[src/rtl/laser_button_conditioner.sv]
// laser_button_conditioner
// Synchronises and debounces a raw push-button, then emits one single-cycle
// trigger pulse per qualified press for the laser FSM's `b` input. A hold-off
// counter suppresses re-triggering while the downstream burst is running.
module laser_button_conditioner #(
    parameter int DEBOUNCE_CYCLES = 4,
    parameter int LOCKOUT_CYCLES  = 3
) (
    input  logic clk,
    input  logic rst_n,
    input  logic btn_raw,
    output logic b_pulse,
    output logic btn_level,
    output logic busy
);

    localparam int CNT_W  = $clog2(DEBOUNCE_CYCLES) + 1;
    // A zero-length hold-off still needs a 1-bit counter so the vector is legal.
    localparam int LOCK_W = (LOCKOUT_CYCLES > 0) ? $clog2(LOCKOUT_CYCLES + 1) : 1;

    localparam logic [CNT_W-1:0]  CNT_LAST  = CNT_W'(DEBOUNCE_CYCLES - 1);
    localparam logic [LOCK_W-1:0] LOCK_LOAD = LOCK_W'(LOCKOUT_CYCLES);

    typedef enum logic [1:0] {
        ST_IDLE      = 2'd0,
        ST_WAIT_HIGH = 2'd1,
        ST_PRESSED   = 2'd2,
        ST_WAIT_LOW  = 2'd3
    } state_e;

    logic              s1_q, s1_d;
    logic              s2_q, s2_d;
    state_e            state_q, state_d;
    logic [CNT_W-1:0]  cnt_q, cnt_d;
    logic              btn_level_q, btn_level_d;
    logic [LOCK_W-1:0] lock_cnt_q, lock_cnt_d;
    logic              b_pulse_q, b_pulse_d;
    logic              busy_q, busy_d;
    logic              press_qualified;

    // Two-flop synchroniser chain; only s2 feeds the debounce logic.
    always_comb begin
        s1_d = btn_raw;
        s2_d = s1_q;
    end

    // Debounce FSM next state, shared counter and debounced level.
    always_comb begin
        // NOTE: every always_comb output gets a default first so no path infers a latch.
        state_d         = state_q;
        cnt_d           = cnt_q;
        btn_level_d     = btn_level_q;
        press_qualified = 1'b0;
        case (state_q)
            ST_IDLE: begin
                if (s2_q) begin
                    state_d = ST_WAIT_HIGH;
                    cnt_d   = CNT_W'(1);
                end
            end
            ST_WAIT_HIGH: begin
                if (!s2_q) begin
                    state_d = ST_IDLE;
                    cnt_d   = '0;
                end else if (cnt_q == CNT_LAST) begin
                    state_d         = ST_PRESSED;
                    btn_level_d     = 1'b1;
                    press_qualified = 1'b1;
                end else begin
                    cnt_d = cnt_q + CNT_W'(1);
                end
            end
            ST_PRESSED: begin
                if (!s2_q) begin
                    state_d = ST_WAIT_LOW;
                    cnt_d   = CNT_W'(1);
                end
            end
            ST_WAIT_LOW: begin
                if (s2_q) begin
                    // Release bounce: back to PRESSED, level never dropped.
                    state_d     = ST_PRESSED;
                    cnt_d       = '0;
                    btn_level_d = 1'b1;
                end else if (cnt_q == CNT_LAST) begin
                    state_d     = ST_IDLE;
                    btn_level_d = 1'b0;
                end else begin
                    cnt_d = cnt_q + CNT_W'(1);
                end
            end
            default: begin
                state_d = ST_IDLE;
                cnt_d   = '0;
            end
        endcase
    end

    // Pulse generation and hold-off counter; a press during hold-off is swallowed.
    always_comb begin
        b_pulse_d  = 1'b0;
        lock_cnt_d = lock_cnt_q;
        if (press_qualified && (lock_cnt_q == '0)) begin
            b_pulse_d  = 1'b1;
            lock_cnt_d = LOCK_LOAD;
        end else if (lock_cnt_q != '0) begin
            lock_cnt_d = lock_cnt_q - LOCK_W'(1);
        end
        busy_d = (lock_cnt_d != '0);
    end

    // State register: everything clears asynchronously, including any pulse in flight.
    always_ff @(posedge clk or negedge rst_n) begin
        // NOTE: sequential state uses non-blocking assignments so all flops update together.
        if (!rst_n) begin
            s1_q        <= 1'b0;
            s2_q        <= 1'b0;
            state_q     <= ST_IDLE;
            cnt_q       <= '0;
            btn_level_q <= 1'b0;
            lock_cnt_q  <= '0;
            b_pulse_q   <= 1'b0;
            busy_q      <= 1'b0;
        end else begin
            s1_q        <= s1_d;
            s2_q        <= s2_d;
            state_q     <= state_d;
            cnt_q       <= cnt_d;
            btn_level_q <= btn_level_d;
            lock_cnt_q  <= lock_cnt_d;
            b_pulse_q   <= b_pulse_d;
            busy_q      <= busy_d;
        end
    end

    assign b_pulse   = b_pulse_q;
    assign btn_level = btn_level_q;
    assign busy      = busy_q;

endmodule

[config.mk]
export PLATFORM = sky130hd
export DESIGN_NAME = laser_button_conditioner
export DESIGN_NICKNAME = d
export VERILOG_FILES = /design/src/rtl/laser_button_conditioner.sv
export SDC_FILE = /design/constraint.sdc
export NUM_CORES = 1
export LEC_CHECK = 0
export ABC_AREA = 0
export BUFFER_PORTS_ARGS = -buffer_cell sky130_fd_sc_hd__buf_2
export CAP_MARGIN = 40
export CORE_AREA = 4 4 41 43
export DETAILED_ROUTE_END_ITERATION = 8
export DIE_AREA = 0 0 45 47
export GPL_ROUTABILITY_DRIVEN = 0
export PLACE_DENSITY = 0.64
export SETUP_SLACK_MARGIN = 0.15
export SKIP_CTS_REPAIR_TIMING = 1
export SLEW_MARGIN = 20
export SYNTH_ARGS = -nofsm -noshare
export SYNTH_HDL_FRONTEND = slang
export SYNTH_SLANG_ARGS = --single-unit
[constraint.sdc]
create_clock -name clk -period 1.6 [get_ports clk]
set_clock_uncertainty 0.2 [all_clocks]
set_input_delay 0.32 -clock clk [delete_from_list [all_inputs] [get_ports clk]]
set_output_delay 0.32 -clock clk [all_outputs]
set_load 0.005 [all_outputs]
After elaboration in Yosys (flattened, before gate mapping) --
Index checks and enable logic that the tools add are counted.
Word-level totals: output and inout bits 3, register bits after elaboration 12, word-level logic and storage cells 53
Operators by class: $add $sub $neg 2, reduce and logical (&&, ||, !) cells 9, multiplexer cells 24, equal/unequal tests 10
Operator list (number):
- 2-bit two-way mux | 8
- 3-bit two-way mux | 5
- 3-bit one-hot mux with 4 select lines | 1
- 1-bit two-way mux | 8
- 2-bit inequality test, second input constant | 4
- 2-bit one-hot mux with 4 select lines | 1
- 4-bit AND reduction | 2
- 3-bit inequality test, second input constant | 2
- 2-bit nonzero test | 3
- 2-bit == test, second input constant | 2
- 2-bit zero test | 2
- 3-bit by 1-bit adder with 3-bit output, second input constant | 1
- 3-bit by 2-bit == test with 1-bit output, second input constant | 1
- 2-bit by 1-bit == test with 1-bit output, second input constant | 1
- 1-bit one-hot mux with 2 select lines | 1
- 2-bit AND reduction | 1
- 2-bit by 1-bit subtractor with 2-bit output, second input constant | 1
- 1-bit logical AND | 1

Longest topological paths before layout --
depth after elaboration 7, gate-level depth with buffers 4, depth with buffers taken out 4

Least setup slack after synthesis --
No wires, ideal clock.
path type reg-to-reg, from register cnt_q[0], to register with a tool-made name, arrival time 1.073 ns, data required time 1.275 ns, slack 0.202 ns, cell stages (with the launch flop) 4, setup time 0.125 ns, clock period less this slack 1.398 ns, cells stage by stage dfrtp_1 -> ha_1 -> nand3b_4 -> mux2_2
RTL lines:
- start, declared | RTL line 34 | logic [CNT_W-1:0] cnt_q, cnt_d;
- start signal, assigned | RTL line 128 | cnt_q <= cnt_d;

Worst setup path in the final report --
from register cnt_q[0], to register cnt_q[1]
On the way: word-level cells in the longest chain between the ends 4, elaborated cells between the ends (all ways) 6, those cells by class 1 x add/sub; 1 x eq/ne; 4 x mux
Ends and longest elaborated chain:
- 3-bit by 1-bit adder with 3-bit output or 3-bit by 2-bit == test with 1-bit output (tied branches)
- 3-bit two-way mux (*) | RTL line 65, 85
- 3-bit two-way mux, on equally long branches | RTL line 80, 62
- 3-bit one-hot mux with 4 select lines (*) | RTL line 54 | case (state_q)
Mark *: on every way between the ends. The rest lies on a longest branch, timed or not. A chain may end at the register's enable or synchronous reset.

==> summary.md <==
| Metric | Value |
|---|---|
| Number of antenna repair diodes | 0 |
| #FFs+latches synth | 12 |
| IO Port Bufs | 5 |
| Clk pin slew, worst setup/hold paths | around 60 ps |
| Average instance area after synthesis | roughly 13 um^2 |
| Path class of the lowest-slack min-delay path | reg2reg |
| Global router's overall resource usage | under 10% |
| Final std cells w/o fill | between 60 and 70 |
| CP Buf/Inv Count | 0 |
| Master of the slowest instance on the critical path | sky130_fd_sc_hd__dfrtp_1 |
| Net count after synthesis | 45 |
| Part of the cycle the worst path needs | between 80% and 90% |
| Worst slew margin relative to its limit | ~79% |
| Final hold viol count | 0 |
| Crit end category | flop |
| Startpoint class of the critical path | flop |
| Outcome | complete, no violations |
| Top-Level Pins | 6 |
| Overall routed net length | approximately 800 um |
| P_leak | just over 0.3 nW |
| DRC | 0 |
| Cell Count Post-Placement | 61 |
| Area Overhead vs Synth | 20.0% |
| Post-synthesis cell type count | 22 |
| Synthesis Warnings | 0 |
| Max-cap viol count | 0 |
| Number of optimization iterations in the first detailed-route pass | 4 |
| Delay-heaviest family, CP | flip-flops |
| Cell Area, Synth | 520 um^2 |
| H-tree Lvls | 1 |
| Critical path, cell by cell | ha_4 > nand2b_1 > mux2i_1 > o22ai_1 |
| Worst skew pair latency | 270 ps |
| Core footprint | 0.00130 mm^2 |
| Global-route wire length before repair | between 1 and 1.5 mm |
| Final Critical Period | 1400 ps |
| Delay contributed by the slowest stage of the critical path | between 400 and 500 ps |
| Area contributors post-synth | sky130_fd_sc_hd__dfrtp_1 58%, sky130_fd_sc_hd__nor4_4 4.1%, sky130_fd_sc_hd__nand3b_4 3.8% |
| Data arrival time of the critical path | approximately 1300 ps |
| Share of cells above drive strength 1 | around 27% |
| Total power after layout | just over 0.9 mW |
| Wire length per cell | 12.2 um |
| Pwr Density | ~1500 mW/mm^2 |
| Most frequent cells in the layout | 12 x sky130_fd_sc_hd__dfrtp_1, 5 x sky130_fd_sc_hd__buf_2, 3 x sky130_fd_sc_hd__a21oi_1, 3 x sky130_fd_sc_hd__clkbuf_4 |
| TritonCTS sink count | 12 |
| Post-detail-place hpwl | between 500 and 600 um |
| Leftover overflow at the end of global routing | 0 |
| Die Footprint | approximately 0.0021 mm^2 |
| Pin slew with the least headroom to its limit | around 320 ps |
| Req. time, crit path | ~1500 ps |
| CTS root buf | sky130_fd_sc_hd__clkbuf_4 |
| Maximum number of pins on one net before global-route repair | 13 |
| Net count of the finished layout | 57 |
| Via count of the first global-routing pass | 320 |
| Initial Utilization | 40.0% |
| Inserted Clock Buffers | 3 |
| Maximum achievable frequency | a little over 700 MHz |
| Vias | 344 |
| Clock tree from TritonCTS | done |
| Most frequent standard cell in the layout excluding fill and tap cells | sky130_fd_sc_hd__dfrtp_1 |
| Via-to-Cell Ratio | roughly 5.2 |
| Maximum buffer depth of the clock tree | 2 |
| Final Slew Violations | 0 |
| Post-synth top area share | approximately 58% |
| Setup violators final | 0 |
| Maximum fanout count along the critical path | 3 |
| Setup repair after global routing missed its margin | no |
| VDD IR max | between 500 and 600 uV |
| Number of antenna violations at the first check in global routing | 0 |
| Number of fill cells | 131 |
| Library cell with the largest summed area after synthesis | sky130_fd_sc_hd__dfrtp_1 |
| Fraction of the yosys area taken by sequential cells | between 50 and 60% |
| Row cnt | 13 |
| Number of cells produced by synthesis | roughly 40 |
| Height of the chip | approximately 47 um |
| DR iter-0 viols | 4 |
| Count of nets left with antenna violations after detail routing | 0 |
| Category of the most critical setup path | reg2reg |
| Worst hold slack | 152 ps |
| Die extent in x | 45 um |
| Setup TNS | 0 ps |
where the power goes:
group          internal, mW  switching [mW]  total [mW]
logic                 0.152           0.128       0.280
clock network        0.0870          0.0907       0.178
registers             0.369           0.100       0.470
routing by layer:
layer | vias to the layer above | GRT usage (%) | wire length, um | part of all wire, %
met5 | - | 0 | 0 | 0
met4 | 0 | 8.77 | 27 | 3.4
met3 | 3 | 3.45 | 39 | 4.9
met2 | 10 | 13.8 | 392 | 49
met1 | 166 | 9.81 | 343 | 43
li1 | 165 | - | - | -
cells in the mapped netlist (all sizes together):
cell    count
dfrtp      12
a21oi       3
inv         2
nand2       2
nand2b      2
nor3        2
nor3b       2
xnor2       2
a21o        1
and2        1
ha          1
mux2        1
mux2i       1
nand3b      1
nor2        1
nor2b       1
nor4        1
o21a        1
o21ai       1
o22ai       1
o31ai       1
xor2        1
metrics by stage:
step,util (%),setup slack [ps],instance area [um^2]
final,48.0,202,624
after global routing,48.0,170,624
after CTS,45.1,127,587
after detailed placement,43.4,149,564
after global placement,43.4,177,564
after floorplan,-,202,520
path summary, 6_finish.rpt:
| kind | slack [ps] | startpoint | cells past startpoint | end |
|---|---|---|---|---|
| setup reg to reg | 200 | cnt_q[0] | 4 | cnt_q[1] |
| max in group asynchronous | 750 | rst_n | 2 | cnt_q[0] |
| min in group asynchronous | 240 | rst_n | 2 | lock_cnt_q[0] |
| hold reg to reg | 150 | s1_q | 0 | s2_q |
| setup / recovery | 200 | cnt_q[0] | 4 | cnt_q[1] |
| hold / removal | 150 | s1_q | 0 | s2_q |
logic make-up (layout without fill, tap and decap cells):
family / Yosys count / after routing / share of synthesized area (%)
DFF: 12 / 12 / 57.7
adders and majority gates: 1 / 1 / 2.40
AOI/OAI and AO/OA: 8 / 8 / 9.38
muxes: 2 / 2 / 4.09
buffers and inverters: 2 / 12 / 1.44
xor gates and xnor gates: 3 / 3 / 5.05
and+or+nand+nor: 13 / 13 / 20.0
state kept, by name, summed over array words and instances (netlist names), named ones only:
name and count:
s2_q 1, s1_q 1, busy 1, cnt_q 3
state_q 1, lock_cnt_q 2, b_pulse 1, btn_level 1
cell type report:
type	instances	area [um^2]	share of cell area, %
Inverter	2	7.51	1.20
Tap cell	15	18.8	3.01
Clock buffer	3	22.5	3.61
Sequential cell	12	300	48.1
Timing Repair Buffer	7	45.0	7.21
Multi-Input combinational cell	27	230	36.9
Note: power is estimated with default switching activity, not from simulation.
